--- config.mk ---
export PLATFORM = sky130hd
export DESIGN_NAME = sphere_cart_seq
export DESIGN_NICKNAME = d
export VERILOG_FILES = /design/src/rtl/sphere_cart_seq.sv
export SDC_FILE = /design/constraint.sdc
export NUM_CORES = 1
export LEC_CHECK = 0
export CAP_MARGIN = 20
export CORE_AREA = 2 2 188 98
export CTS_BUF_LIST = sky130_fd_sc_hd__clkbuf_4 sky130_fd_sc_hd__clkbuf_8
export DETAILED_ROUTE_END_ITERATION = 10
export DIE_AREA = 0 0 190 100
export GPL_ROUTABILITY_DRIVEN = 1
export PLACE_DENSITY_LB_ADDON = 0.25
export SKIP_CTS_REPAIR_TIMING = 1
export SLEW_MARGIN = 10
export SYNTH_ARGS = -nofsm -noshare
export SYNTH_HDL_FRONTEND = slang
export SYNTH_SLANG_ARGS = --single-unit
--- constraint.sdc ---
create_clock -name clk -period 1.67 [get_ports clk]
set_input_delay 0.334 -clock clk [delete_from_list [all_inputs] [get_ports clk]]
set_output_delay 0.334 -clock clk [all_outputs]
set_load 0.03 [all_outputs]
--- src/rtl/sphere_cart_seq.sv ---
// Spherical-to-Cartesian sequencer. It shares one external fixed-latency signed multiplier
// between four products: rc = r*cos_el, z = r*sin_el, x = rc*cos_az, y = rc*sin_az.
// Products are picked up by cycle count alone because the multiplier returns no valid flag.
module sphere_cart_seq #(
  parameter int unsigned MUL_LAT = 3
) (
  input  logic        clk,
  input  logic        rst,
  input  logic        en,
  input  logic        in_valid,
  output logic        in_ready,
  input  logic [15:0] radius,
  input  logic [15:0] sin_el,
  input  logic [15:0] cos_el,
  input  logic [15:0] sin_az,
  input  logic [15:0] cos_az,
  output logic        mul_en,
  output logic [16:0] mul_a,
  output logic [15:0] mul_b,
  input  logic [32:0] mul_p,
  output logic        out_valid,
  input  logic        out_ready,
  output logic [16:0] x,
  output logic [16:0] y,
  output logic [16:0] z,
  output logic        rdy
);

  typedef enum logic [2:0] {StIdle, StIssEl, StWaitEl, StIssAz, StWaitAz, StOut} state_e;

  // Cycle offsets from the accept cycle (cycle 0).
  localparam logic [4:0] CntRc  = 5'(MUL_LAT + 1);
  localparam logic [4:0] CntZ   = 5'(MUL_LAT + 2);
  localparam logic [4:0] CntAz1 = 5'(MUL_LAT + 3);
  localparam logic [4:0] CntX   = 5'(2 * MUL_LAT + 2);
  localparam logic [4:0] CntY   = 5'(2 * MUL_LAT + 3);

  state_e      state_q, state_d;
  logic [4:0]  cnt_q, cnt_d;
  logic [15:0] r_q, sin_el_q, cos_el_q, sin_az_q, cos_az_q;
  logic [16:0] rc_q, z_q, x_q;
  logic [16:0] prod;
  logic        accept, busy;
  logic        unused_p;

  // Q1.15 rescale: arithmetic >>> 15 then keep 17 bits, i.e. bits [31:15].
  assign prod     = mul_p[31:15];
  assign unused_p = ^{mul_p[32], mul_p[14:0]};

  assign busy      = (state_q != StIdle) && (state_q != StOut);
  assign in_ready  = rst && en && (state_q == StIdle);
  assign accept    = in_valid && in_ready;
  assign out_valid = rst && (state_q == StOut);
  assign rdy       = !rst || (state_q == StIdle);

  // Next state and the cycle counter; a started conversion always runs to OUT.
  always_comb begin
    state_d = state_q;
    cnt_d   = cnt_q;
    if (accept) begin
      cnt_d = 5'd1;
    end else if (busy) begin
      cnt_d = cnt_q + 5'd1;
    end
    unique case (state_q)
      StIdle:   if (accept) state_d = StIssEl;
      // With MUL_LAT = 1 rc is already captured in the second issue cycle.
      StIssEl:  if (cnt_q == 5'd2) state_d = (cnt_q == CntRc) ? StIssAz : StWaitEl;
      StWaitEl: if (cnt_q == CntRc) state_d = StIssAz;
      StIssAz:  if (cnt_q == CntAz1) state_d = StWaitAz;
      StWaitAz: if (cnt_q == CntY) state_d = StOut;
      StOut:    if (out_ready) state_d = StIdle;
      default:  state_d = StIdle;
    endcase
  end

  // Operand mux: operands are forced to zero whenever no strobe is issued.
  always_comb begin
    mul_en = 1'b0;
    mul_a  = '0;
    mul_b  = '0;
    if (rst && state_q == StIssEl) begin
      mul_en = 1'b1;
      mul_a  = {1'b0, r_q};
      mul_b  = (cnt_q == 5'd1) ? cos_el_q : sin_el_q;
    end else if (rst && state_q == StIssAz) begin
      mul_en = 1'b1;
      mul_a  = rc_q;
      mul_b  = (cnt_q == CntZ) ? cos_az_q : sin_az_q;
    end
  end

  // Control state register.
  always_ff @(posedge clk) begin
    if (!rst) begin
      state_q <= StIdle;
      cnt_q   <= '0;
    end else begin
      state_q <= state_d;
      cnt_q   <= cnt_d;
    end
  end

  // Sample latch and product capture; visible x/y/z change only when entering OUT.
  always_ff @(posedge clk) begin
    if (!rst) begin
      r_q      <= '0;
      sin_el_q <= '0;
      cos_el_q <= '0;
      sin_az_q <= '0;
      cos_az_q <= '0;
      rc_q     <= '0;
      z_q      <= '0;
      x_q      <= '0;
      x        <= '0;
      y        <= '0;
      z        <= '0;
    end else begin
      if (accept) begin
        r_q      <= radius;
        sin_el_q <= sin_el;
        cos_el_q <= cos_el;
        sin_az_q <= sin_az;
        cos_az_q <= cos_az;
      end
      if (busy) begin
        if (cnt_q == CntRc) rc_q <= prod;
        if (cnt_q == CntZ)  z_q  <= prod;
        if (cnt_q == CntX)  x_q  <= prod;
        if (cnt_q == CntY) begin
          x <= x_q;
          y <= prod;
          z <= z_q;
        end
      end
    end
  end

endmodule

==> flow_results.xml, run 1 <==
<?xml version="1.0" encoding="UTF-8"?>
<metrics>
  <group name="outcome">
    <metric name="status" unit="">finished, violations left</metric>
    <metric name="violations" unit="">negative setup slack</metric>
  </group>
  <group name="yosys">
    <metric name="async_set_or_reset_flop_fraction_in_the_synthesized_netlist" unit="">0</metric>
    <metric name="synth-compound-area-share" unit="">0.167</metric>
    <metric name="synth-adder-area-share" unit="">0.00637</metric>
    <metric name="synth-edff-count" unit="">0</metric>
    <metric name="synth.ff_latch_count" unit="">190</metric>
    <metric name="netlist_top_cells_area" unit="">sky130_fd_sc_hd__dfxtp_1, sky130_fd_sc_hd__nand2_1, sky130_fd_sc_hd__mux2i_1</metric>
    <metric name="synth-xor-area-share" unit="">0.00541</metric>
    <metric name="synthDominantCellAreaShare" unit="">0.484</metric>
    <metric name="ys_seq_area_frac" unit="">0.484</metric>
    <metric name="synth_ff_type" unit="">sky130_fd_sc_hd__dfxtp_1</metric>
    <metric name="synth.largest_area_cell" unit="">sky130_fd_sc_hd__dfxtp_1</metric>
    <metric name="synth.mux.area_fraction" unit="">0.0853</metric>
    <metric name="synth_area" unit="um^2">7860</metric>
    <metric name="synth.most_common_cell" unit="">sky130_fd_sc_hd__nand2_1</metric>
    <metric name="synth_top_family_by_area" unit="">simple AND/OR/NAND/NOR gates</metric>
    <metric name="synthesis.nets" unit="">1014</metric>
    <metric name="syn_inst" unit="">892</metric>
    <metric name="synthSimpleGateAreaFrac" unit="">0.196</metric>
    <metric name="syn_area_per_cell" unit="um^2">8.81</metric>
    <metric name="ys_top_cells_by_count" unit="">sky130_fd_sc_hd__nand2_1, sky130_fd_sc_hd__dfxtp_1, sky130_fd_sc_hd__nand3_1, sky130_fd_sc_hd__mux2i_1, sky130_fd_sc_hd__o21ai_1</metric>
    <metric name="ys_warn_count" unit="">0</metric>
    <metric name="unique_cell_type_count_in_the_yosys_netlist" unit="">40</metric>
  </group>
  <group name="timing">
    <metric name="setup-tns-final" unit="ps">-18130</metric>
    <metric name="slew_headroom" unit="">0.674</metric>
    <metric name="fin_crit_sh" unit="">1.45</metric>
    <metric name="whs" unit="ps">389</metric>
    <metric name="final-hold-violation-count" unit="">0</metric>
    <metric name="clock_skew" unit="ps">16.7</metric>
    <metric name="max_clock_freq" unit="GHz">0.413</metric>
    <metric name="timing.final.ws_setup" unit="ps">-754</metric>
    <metric name="period_needed" unit="ps">2420</metric>
    <metric name="worst_slew_pin_slew" unit="ps">490</metric>
    <metric name="rsz0062_at_grt" unit="">true</metric>
    <metric name="finalSetupViolCount" unit="">37</metric>
    <metric name="finalMaxSlewViolations" unit="">0</metric>
  </group>
  <group name="critical_path">
    <metric name="critical_path_peak_fanout" unit="">8</metric>
    <metric name="r2r_setup_slack" unit="ps">-20</metric>
    <metric name="crit_path_cell_trace" unit="">inv_2, ha_4, nor4b_4, buf_4, clkbuf_16, mux2i_4, o22ai_4, buf_6</metric>
    <metric name="worst_reg2reg_path_endpoint" unit="">state_q[0]$_SDFFE_PN0P_</metric>
    <metric name="critical_path_arrival" unit="ps">2090</metric>
    <metric name="crit_path_top_delay_cell" unit="">sky130_fd_sc_hd__dfxtp_2</metric>
    <metric name="critical_path.startpoint" unit="">cnt_q[1]$_SDFFE_PP0P_</metric>
    <metric name="critical_path.top_delay_family" unit="">buffers and inverters</metric>
    <metric name="critical_path_buffers_and_inverters" unit="">4</metric>
    <metric name="slowest_delay" unit="ps">340</metric>
    <metric name="reg2reg_depth" unit="">7</metric>
    <metric name="r2r_start" unit="">cnt_q[0]$_SDFFE_PN0P_</metric>
    <metric name="worstPathRequired" unit="ps">1340</metric>
    <metric name="worst_setup_path_start_kind" unit="">register</metric>
    <metric name="critPathCaptureType" unit="">output pin</metric>
    <metric name="critical_path_cell_count" unit="">8</metric>
    <metric name="worst-setup-path-type" unit="">reg -&gt; out</metric>
  </group>
  <group name="min_path">
    <metric name="hold-path-endpoint" unit="">sin_el_q[2]$_SDFFE_PN0P_</metric>
    <metric name="min-delay-start" unit="">rst</metric>
    <metric name="min_path_cells" unit="">3</metric>
    <metric name="type_of_the_most_critical_hold_path" unit="">in -&gt; reg</metric>
  </group>
  <group name="drt">
    <metric name="route.detailed.drc" unit="">0</metric>
    <metric name="number_of_vias_per_cell" unit="">5.20</metric>
    <metric name="detail_route.first_pass.iterations" unit="">4</metric>
    <metric name="detail_route.wirelength.met1" unit="um">13000</metric>
    <metric name="drt-initial-drc-count" unit="">510</metric>
    <metric name="detailed_routed_wire_length_on_met3" unit="um">1880</metric>
    <metric name="antenna_left" unit="">0</metric>
    <metric name="met2_length" unit="um">9630</metric>
    <metric name="highest_layer" unit="">met4</metric>
    <metric name="routedWlPerCell" unit="um">18.5</metric>
    <metric name="finalWirelength" unit="um">24700</metric>
    <metric name="routed-via-count" unit="">6955</metric>
  </group>
  <group name="global_routing">
    <metric name="via_count_of_the_first_global_routing_pass" unit="">6055</metric>
    <metric name="number_of_antenna_violations_at_the_first_check_in_global_routing" unit="">0</metric>
    <metric name="grt_pass1_wl" unit="um">34000</metric>
    <metric name="overall_global_routing_usage" unit="">0.234</metric>
    <metric name="gr-total-overflow" unit="">0</metric>
    <metric name="grt_start_max_net_pins" unit="">130</metric>
  </group>
  <group name="finish">
    <metric name="final_cells" unit="">1337</metric>
    <metric name="finished_layout_cell_area" unit="um^2">11900</metric>
    <metric name="fraction_of_final_layout_cells_with_drive_strength_greater_than_1" unit="">0.211</metric>
    <metric name="multi_input_area" unit="um^2">4420</metric>
    <metric name="postLayoutCoreUtil" unit="">0.676</metric>
    <metric name="layout-area-overhead-vs-synth" unit="%">51.7</metric>
    <metric name="seqCellArea" unit="um^2">3820</metric>
    <metric name="num-fill-cells" unit="">1416</metric>
    <metric name="layout.nets" unit="">1208</metric>
    <metric name="antennaDiodeCount" unit="">0</metric>
  </group>
  <group name="pwr">
    <metric name="combinationalPowerShare" unit="">0.112</metric>
    <metric name="power.sequential.fraction" unit="">0.545</metric>
    <metric name="sw_frac_of_total" unit="">0.253</metric>
    <metric name="irDropWorstVdd" unit="mV">0.428</metric>
    <metric name="p_leak" unit="nW">5.18</metric>
    <metric name="power.share.clock" unit="">0.343</metric>
    <metric name="power.density_cell_area" unit="nW/um^2">721</metric>
    <metric name="power_report.internal_total" unit="mW">6.42</metric>
    <metric name="total_switching_power" unit="mW">2.18</metric>
    <metric name="total_power" unit="mW">8.60</metric>
  </group>
  <group name="clock_network">
    <metric name="worst_skew_late_latency" unit="ps">460</metric>
    <metric name="cts_inserted_buffers" unit="">17</metric>
    <metric name="h-tree-depth" unit="">4</metric>
    <metric name="clk_pin_slew" unit="ps">100</metric>
    <metric name="cts.root.buffer_cell" unit="">sky130_fd_sc_hd__clkbuf_8</metric>
    <metric name="tritoncts" unit="">built</metric>
    <metric name="cts_num_sinks" unit="">190</metric>
    <metric name="max-clock-path-buffers" unit="">2</metric>
  </group>
  <group name="die">
    <metric name="fp.dieArea" unit="um^2">19000</metric>
    <metric name="placement_rows" unit="">35</metric>
    <metric name="initial_util" unit="">0.445</metric>
    <metric name="core_area" unit="um^2">17600</metric>
    <metric name="width_of_the_chip" unit="um">190</metric>
    <metric name="io_pins" unit="">206</metric>
    <metric name="height_of_the_die" unit="um">100</metric>
  </group>
  <group name="place">
    <metric name="dpl-instance-area" unit="um^2">10600</metric>
    <metric name="preCtsSetupSlack" unit="ps">-305</metric>
    <metric name="cell_count_after_placement" unit="">1288</metric>
    <metric name="io_buffers" unit="">189</metric>
    <metric name="post_detailed_placement_half_perimeter_wirelength" unit="um">16200</metric>
    <metric name="place_congestion" unit="">0.881</metric>
  </group>
  <group name="run">
    <metric name="cap_viol_max_count" unit="">0</metric>
  </group>
</metrics>
## tightest hold or removal path, stage by stage
cell	delay (ps)
sky130_fd_sc_hd__buf_6	100
sky130_fd_sc_hd__buf_4	210
sky130_fd_sc_hd__a21boi_0	150
## sequential cells by signal, indices dropped and copies added, names as in the netlist, 17 cells and up
signal,cells
rc_q,17
x,17
x_q,17
y,17
z,17
z_q,17
## area by class of cell
class,instances,share of cell area
Tap cell,240,0.0252
Clock buffer,20,0.0226
Clock inverter,10,0.00881
Inverter,3,0.00136
Timing Repair Buffer,254,0.252
Sequential cell,190,0.320
Multi-Input combinational cell,620,0.371
## power by group through the flow
stage / Sequential (mW) / Clock (mW) / Combinational [mW]
finish: 4.68 / 2.95 / 0.965
global route: 4.69 / 3.22 / 1.03
CTS: 4.67 / 3.00 / 0.853
detailed placement: 4.78 / 0 / 0.849
global placement: 4.78 / 0 / 0.838
floorplan: 4.75 / 0 / 0.456
## worst max path at each step
| stage | endpoint | slack, ps |
|---|---|---|
| 2_1_floorplan | mul_b[10] | -190 |
| 3_3_place_gp | mul_b[7] | -230 |
| 5_1_grt | mul_b[13] | -850 |
| 4_1_cts | mul_b[13] | -830 |
| 6_report | mul_b[8] | -750 |
| 3_5_place_dp | mul_b[13] | -300 |
## routing by layer
metal	vias to the layer above	GRT usage
li1	3436	-
met1	3302	0.379
met2	200	0.305
met3	17	0.0573
met4	0	0.0465
met5	-	0
## cell usage in the layout (no fill, tap or decap), types with 15 or more instances in the layout
cell type                           n
sky130_fd_sc_hd__buf_6             45
sky130_fd_sc_hd__dlymetal6s2s_1    51
sky130_fd_sc_hd__o22ai_4           15
sky130_fd_sc_hd__nand3_1           70
sky130_fd_sc_hd__nor2b_1           34
sky130_fd_sc_hd__buf_4             28
sky130_fd_sc_hd__o21ai_0           22
sky130_fd_sc_hd__mux2i_2           15
sky130_fd_sc_hd__buf_12            17
sky130_fd_sc_hd__dfxtp_1          184
sky130_fd_sc_hd__o21ai_1           50
sky130_fd_sc_hd__a21boi_1          44
sky130_fd_sc_hd__mux2i_1           34
sky130_fd_sc_hd__clkbuf_8          19
sky130_fd_sc_hd__mux2i_4           18
sky130_fd_sc_hd__nand2_1          215
sky130_fd_sc_hd__clkdlybuf4s50_1  100
sky130_fd_sc_hd__a21boi_0          37
## cells by family after synthesis
logic type,Yosys count
flip-flops,190
buffers and inverters,82
AND/OR/NAND/NOR,346
AO/OA/AOI/OAI,199
adder cells (fa/ha/maj),4
multiplexers,67
XOR/XNOR,4
No activity file was read; power rests on OpenSTA's default activity.
==> run 2: changes to the inputs <==
SETUP_SLACK_MARGIN = 0.05   (was unset)
==> flow_results.xml, run 2 (same netlist as run 1, synthesis figures left out) <==
<?xml version="1.0" encoding="UTF-8"?>
<metrics>
  <group name="global_routing">
    <metric name="gr-total-overflow" unit="">0</metric>
    <metric name="grt_pass1_wl" unit="um">35500</metric>
    <metric name="number_of_antenna_violations_at_the_first_check_in_global_routing" unit="">0</metric>
    <metric name="via_count_of_the_first_global_routing_pass" unit="">6241</metric>
    <metric name="grt_start_max_net_pins" unit="">125</metric>
    <metric name="overall_global_routing_usage" unit="">0.248</metric>
  </group>
  <group name="min_path">
    <metric name="min-delay-start" unit="">sin_az[13]</metric>
    <metric name="type_of_the_most_critical_hold_path" unit="">in -&gt; reg</metric>
  </group>
  <group name="pwr">
    <metric name="total_power" unit="mW">8.82</metric>
    <metric name="power.sequential.fraction" unit="">0.531</metric>
    <metric name="p_leak" unit="nW">5.49</metric>
    <metric name="power.share.clock" unit="">0.348</metric>
    <metric name="total_switching_power" unit="mW">2.30</metric>
    <metric name="irDropWorstVdd" unit="mV">0.532</metric>
    <metric name="sw_frac_of_total" unit="">0.261</metric>
    <metric name="combinationalPowerShare" unit="">0.122</metric>
    <metric name="power.density_cell_area" unit="nW/um^2">701</metric>
    <metric name="power_report.internal_total" unit="mW">6.52</metric>
  </group>
  <group name="drt">
    <metric name="drt-initial-drc-count" unit="">536</metric>
    <metric name="antenna_left" unit="">0</metric>
    <metric name="routed-via-count" unit="">7237</metric>
    <metric name="route.detailed.drc" unit="">0</metric>
    <metric name="routedWlPerCell" unit="um">19.1</metric>
    <metric name="finalWirelength" unit="um">26300</metric>
    <metric name="number_of_vias_per_cell" unit="">5.24</metric>
    <metric name="detail_route.first_pass.iterations" unit="">5</metric>
  </group>
  <group name="finish">
    <metric name="final_cells" unit="">1380</metric>
    <metric name="most_frequent_cells_in_the_layout" unit="">sky130_fd_sc_hd__nand2_1, sky130_fd_sc_hd__dfxtp_1, sky130_fd_sc_hd__clkdlybuf4s50_1</metric>
    <metric name="layout.nets" unit="">1249</metric>
    <metric name="fraction_of_final_layout_cells_with_drive_strength_greater_than_1" unit="">0.245</metric>
    <metric name="layout-area-overhead-vs-synth" unit="%">60.1</metric>
    <metric name="layout.cells.most_common" unit="">sky130_fd_sc_hd__nand2_1</metric>
    <metric name="antennaDiodeCount" unit="">0</metric>
  </group>
  <group name="timing">
    <metric name="max_clock_freq" unit="GHz">0.408</metric>
    <metric name="timing.final.ws_setup" unit="ps">-779</metric>
    <metric name="setup-tns-final" unit="ps">-30050</metric>
    <metric name="whs" unit="ps">410</metric>
    <metric name="period_needed" unit="ps">2450</metric>
    <metric name="finalMaxSlewViolations" unit="">0</metric>
    <metric name="clock_skew" unit="ps">12.9</metric>
    <metric name="worst_slew_pin_slew" unit="ps">733</metric>
    <metric name="slew_headroom" unit="">0.511</metric>
    <metric name="fin_crit_sh" unit="">1.47</metric>
    <metric name="rsz0062_at_grt" unit="">true</metric>
    <metric name="finalSetupViolCount" unit="">139</metric>
    <metric name="final-hold-violation-count" unit="">0</metric>
  </group>
  <group name="critical_path">
    <metric name="slowest_delay" unit="ps">340</metric>
    <metric name="crit_path_top_delay_cell" unit="">sky130_fd_sc_hd__dfxtp_2</metric>
    <metric name="r2r_setup_slack" unit="ps">-250</metric>
    <metric name="critical_path.top_delay_family" unit="">buffers and inverters</metric>
    <metric name="critical_path.startpoint" unit="">cnt_q[1]$_SDFFE_PP0P_</metric>
    <metric name="critical_path_arrival" unit="ps">2110</metric>
    <metric name="worst-setup-path-type" unit="">reg -&gt; out</metric>
    <metric name="critPathMostFrequentCell" unit="">sky130_fd_sc_hd__buf_12</metric>
    <metric name="worstPathRequired" unit="ps">1340</metric>
    <metric name="crit_path_cell_trace" unit="">inv_2, ha_4, nor4b_4, buf_12, buf_12, mux2i_4, o22ai_4, buf_6</metric>
    <metric name="worst_setup_path_start_kind" unit="">register</metric>
    <metric name="critPathCaptureType" unit="">output pin</metric>
    <metric name="critical_path_peak_fanout" unit="">9</metric>
    <metric name="r2r_start" unit="">state_q[0]$_SDFFE_PN0P_</metric>
    <metric name="critical_path_buffers_and_inverters" unit="">4</metric>
  </group>
  <group name="place">
    <metric name="preCtsSetupSlack" unit="ps">-342</metric>
    <metric name="post_detailed_placement_half_perimeter_wirelength" unit="um">17700</metric>
    <metric name="cell_count_after_placement" unit="">1315</metric>
    <metric name="io_buffers" unit="">189</metric>
    <metric name="place_congestion" unit="">0.937</metric>
  </group>
  <group name="clock_network">
    <metric name="cts_inserted_buffers" unit="">17</metric>
    <metric name="clk_pin_slew" unit="ps">110</metric>
    <metric name="tritoncts" unit="">built</metric>
    <metric name="max-clock-path-buffers" unit="">2</metric>
    <metric name="cts.root.buffer_cell" unit="">sky130_fd_sc_hd__clkbuf_8</metric>
    <metric name="worst_skew_late_latency" unit="ps">460</metric>
    <metric name="h-tree-depth" unit="">4</metric>
    <metric name="cts_num_sinks" unit="">190</metric>
  </group>
  <group name="die">
    <metric name="initial_util" unit="">0.445</metric>
    <metric name="fp.dieArea" unit="um^2">19000</metric>
    <metric name="placement_rows" unit="">35</metric>
    <metric name="core_area" unit="um^2">17600</metric>
    <metric name="width_of_the_chip" unit="um">190</metric>
    <metric name="io_pins" unit="">206</metric>
    <metric name="height_of_the_die" unit="um">100</metric>
  </group>
  <group name="run">
    <metric name="cap_viol_max_count" unit="">0</metric>
  </group>
  <group name="outcome">
    <metric name="violations" unit="">negative setup slack</metric>
    <metric name="status" unit="">finished, violations left</metric>
  </group>
</metrics>
[run 2: cell types whose count changed in the layout (fill, tap and decap cells not counted), sizes merged]
cell and change:
buf +38, clkbuf +3, clkinvlp +1, inv +1
[run 2: worst paths after layout]
check,end,cells past startpoint
worst max-delay path,mul_b[6],8
worst min-delay path,sin_az_q[13]$_SDFFE_PN0P_,3
worst max register to register,z[13]$_SDFFE_PN0P_,9
worst min register to register,z[0]$_SDFFE_PN0P_,2
[run 2: area by class of cell]
cell class              instances  area (um^2)
clock buffers                  20          269
clock inverters                12          126
fillers                      1327         5060
inverters                       3         13.8
multi-input cells             620         4460
flip-flops and latches        190         3820
well taps                     240          300
repair buffers                295         3600
[run 2: metal layers]
metal / up-vias / share of wire / global-route usage
met3: 10 / 0.087 / 0.0570
met5: - / 0 / 0
li1: 3528 / - / -
met1: 3481 / 0.53 / 0.409
met4: 0 / 0.0043 / 0.0489
met2: 218 / 0.38 / 0.315
[run 2: tightest hold or removal path: stages]
cell and delay, ps:
sky130_fd_sc_hd__clkdlybuf4s50_1 400, sky130_fd_sc_hd__nand2_1 60, sky130_fd_sc_hd__a21boi_1 50
[run 2: stage by stage]
stage | utilization | area, um^2
after detailed placement | 0.622 | 11000
after global placement | 0.622 | 11000
after floorplan | - | 8470
after CTS | 0.645 | 11400
final | 0.713 | 12600
after global routing | 0.713 | 12600
[run 2: power groups by stage]
stage | clock, mW | combinational (mW) | sequential, mW
floorplan | 0 | 0.461 | 4.75
global placement | 0 | 0.906 | 4.78
detailed placement | 0 | 0.919 | 4.78
CTS | 3.13 | 0.921 | 4.67
global route | 3.32 | 1.14 | 4.69
finish | 3.07 | 1.07 | 4.68
==> run 3: changes to the inputs <==
CELL_PAD_IN_SITES_DETAIL_PLACEMENT = 0   (was unset)
CELL_PAD_IN_SITES_GLOBAL_PLACEMENT = 2   (was unset)
CORE_AREA = 2 2 225 116   (was 2 2 188 98)
DIE_AREA = 0 0 227 118   (was 0 0 190 100)
clock period = 3 ns   (was 1.67 ns; I/O delays follow)
==> flow_results.xml, run 3 (same netlist as run 1, synthesis figures left out) <==
<?xml version="1.0" encoding="UTF-8"?>
<metrics>
  <group name="global_routing">
    <metric name="grt_pass1_wl" unit="um">37000</metric>
    <metric name="via_count_of_the_first_global_routing_pass" unit="">6081</metric>
    <metric name="grt_start_max_net_pins" unit="">150</metric>
    <metric name="number_of_antenna_violations_at_the_first_check_in_global_routing" unit="">0</metric>
    <metric name="gr-total-overflow" unit="">0</metric>
    <metric name="overall_global_routing_usage" unit="">0.185</metric>
  </group>
  <group name="drt">
    <metric name="number_of_vias_per_cell" unit="">4.61</metric>
    <metric name="detail_route.first_pass.iterations" unit="">4</metric>
    <metric name="finalWirelength" unit="um">24200</metric>
    <metric name="routedWlPerCell" unit="um">17.1</metric>
    <metric name="routed-via-count" unit="">6519</metric>
    <metric name="route.detailed.drc" unit="">0</metric>
    <metric name="drt-initial-drc-count" unit="">403</metric>
    <metric name="antenna_left" unit="">0</metric>
  </group>
  <group name="clock_network">
    <metric name="tritoncts" unit="">built</metric>
    <metric name="max-clock-path-buffers" unit="">2</metric>
    <metric name="worst_skew_late_latency" unit="ps">480</metric>
    <metric name="cts_inserted_buffers" unit="">17</metric>
    <metric name="h-tree-depth" unit="">4</metric>
    <metric name="cts.root.buffer_cell" unit="">sky130_fd_sc_hd__clkbuf_8</metric>
    <metric name="cts_num_sinks" unit="">190</metric>
    <metric name="clk_pin_slew" unit="ps">90</metric>
  </group>
  <group name="timing">
    <metric name="whs" unit="ps">413</metric>
    <metric name="slew_headroom" unit="">0.429</metric>
    <metric name="worst_slew_pin_slew" unit="ps">853</metric>
    <metric name="clock_skew" unit="ps">12.6</metric>
    <metric name="fin_crit_sh" unit="">0.943</metric>
    <metric name="period_needed" unit="ps">2830</metric>
    <metric name="setup-tns-final" unit="ps">0</metric>
    <metric name="finalSetupViolCount" unit="">0</metric>
    <metric name="final-hold-violation-count" unit="">0</metric>
    <metric name="rsz0062_at_grt" unit="">false</metric>
    <metric name="max_clock_freq" unit="GHz">0.353</metric>
    <metric name="finalMaxSlewViolations" unit="">0</metric>
    <metric name="timing.final.ws_setup" unit="ps">171</metric>
  </group>
  <group name="min_path">
    <metric name="type_of_the_most_critical_hold_path" unit="">in -&gt; reg</metric>
  </group>
  <group name="place">
    <metric name="cell_count_after_placement" unit="">1379</metric>
    <metric name="place_congestion" unit="">0.800</metric>
    <metric name="io_buffers" unit="">189</metric>
    <metric name="post_detailed_placement_half_perimeter_wirelength" unit="um">17500</metric>
    <metric name="preCtsSetupSlack" unit="ps">434</metric>
    <metric name="dpl-instance-area" unit="um^2">10100</metric>
  </group>
  <group name="pwr">
    <metric name="irDropWorstVdd" unit="mV">0.266</metric>
    <metric name="power.density_cell_area" unit="nW/um^2">451</metric>
    <metric name="p_leak" unit="nW">3.84</metric>
  </group>
  <group name="critical_path">
    <metric name="critical_path_peak_fanout" unit="">17</metric>
    <metric name="critical_path_arrival" unit="ps">2230</metric>
    <metric name="worstPathRequired" unit="ps">2400</metric>
    <metric name="critical_path.top_delay_family" unit="">flip-flops</metric>
    <metric name="worst-setup-path-type" unit="">reg -&gt; out</metric>
    <metric name="crit_path_top_delay_cell" unit="">sky130_fd_sc_hd__dfxtp_1</metric>
    <metric name="worst_setup_path_start_kind" unit="">register</metric>
    <metric name="slowest_delay" unit="ps">560</metric>
    <metric name="critPathCaptureType" unit="">output pin</metric>
    <metric name="critical_path_buffers_and_inverters" unit="">2</metric>
    <metric name="crit_path_cell_trace" unit="">and4bb_2, buf_12, mux2i_2, o22ai_1, buf_4</metric>
  </group>
  <group name="finish">
    <metric name="num-fill-cells" unit="">2556</metric>
    <metric name="layout.nets" unit="">1179</metric>
    <metric name="layout-area-overhead-vs-synth" unit="%">36.5</metric>
    <metric name="antennaDiodeCount" unit="">0</metric>
    <metric name="fraction_of_final_layout_cells_with_drive_strength_greater_than_1" unit="">0.123</metric>
    <metric name="final_cells" unit="">1414</metric>
    <metric name="layout.cells.most_common" unit="">sky130_fd_sc_hd__nand2_1</metric>
    <metric name="finished_layout_cell_area" unit="um^2">10700</metric>
    <metric name="most_frequent_cells_in_the_layout" unit="">sky130_fd_sc_hd__nand2_1, sky130_fd_sc_hd__dfxtp_1, sky130_fd_sc_hd__clkdlybuf4s50_1</metric>
  </group>
  <group name="die">
    <metric name="fp.dieArea" unit="um^2">26800</metric>
    <metric name="placement_rows" unit="">41</metric>
    <metric name="width_of_the_chip" unit="um">227</metric>
    <metric name="core_area" unit="um^2">24800</metric>
    <metric name="height_of_the_die" unit="um">118</metric>
    <metric name="io_pins" unit="">206</metric>
    <metric name="initial_util" unit="">0.317</metric>
  </group>
  <group name="outcome">
    <metric name="status" unit="">finished, final reports clean</metric>
  </group>
  <group name="run">
    <metric name="cap_viol_max_count" unit="">0</metric>
  </group>
</metrics>
## run 3: cell count changes in the layout (fill, tap and decap cells not counted), sizes merged
cell,change
clkbuf,-12
dlymetal6s2s,-51
buf,-59
clkinvlp,-3
clkinv,+4
bufinv,+1
inv,-3
clkdlybuf4s50,+53
## run 3: per-stage QoR
stage / utilization / power, mW
global placement: 0.406 / 3.08
CTS: 0.423 / 4.87
finish: 0.432 / 4.84
detailed placement: 0.406 / 3.08
floorplan: - / 2.83
global route: 0.432 / 5.05
## run 3: area by class of cell
type                    instances  area (um^2)  share of cell area
multi-input cells             620         3830               0.357
flip-flops and latches        190         3800               0.355
repair buffers                225         2230               0.208
well taps                     344          430              0.0401
clock buffers                  21          283              0.0264
clock inverters                11          133              0.0124
inverters                       3         11.3             0.00105
## run 3: power breakdown
| part | switching, mW | total (mW) | internal (mW) |
|---|---|---|---|
| registers | 0.0315 | 2.59 | 2.56 |
| logic | 0.214 | 0.464 | 0.250 |
| clock network | 0.952 | 1.78 | 0.827 |
## run 3: worst reg2reg max path, delay by kind of cell (launching register included)
kind                   cells  cell delay [ps]
and+or+nand+nor            3              810
buffers and inverters      2              600
DFF                        1              420
AOI/OAI and AO/OA          1               70
## run 3: worst paths after layout
check	startpoint	endpoint	slack (ps)	cells past startpoint
min	rst	r_q[3]$_SDFFE_PN0P_	410	2
min reg2reg	z_q[11]$_SDFFE_PN0P_	z[11]$_SDFFE_PN0P_	450	2
max reg2reg	state_q[1]$_SDFFE_PN0P_	cos_az_q[11]$_SDFFE_PN0P_	990	6
max	cnt_q[2]$_SDFFE_PP0P_	mul_b[2]	170	5
## run 3: layer usage
metal  vias up  routed length, um  global-route usage
met5         -                  0                   0
met3        10               1470              0.0447
met4         0                180              0.0441
met1      3035              13100               0.297
met2       110               9400               0.238
li1       3364                  -                   -
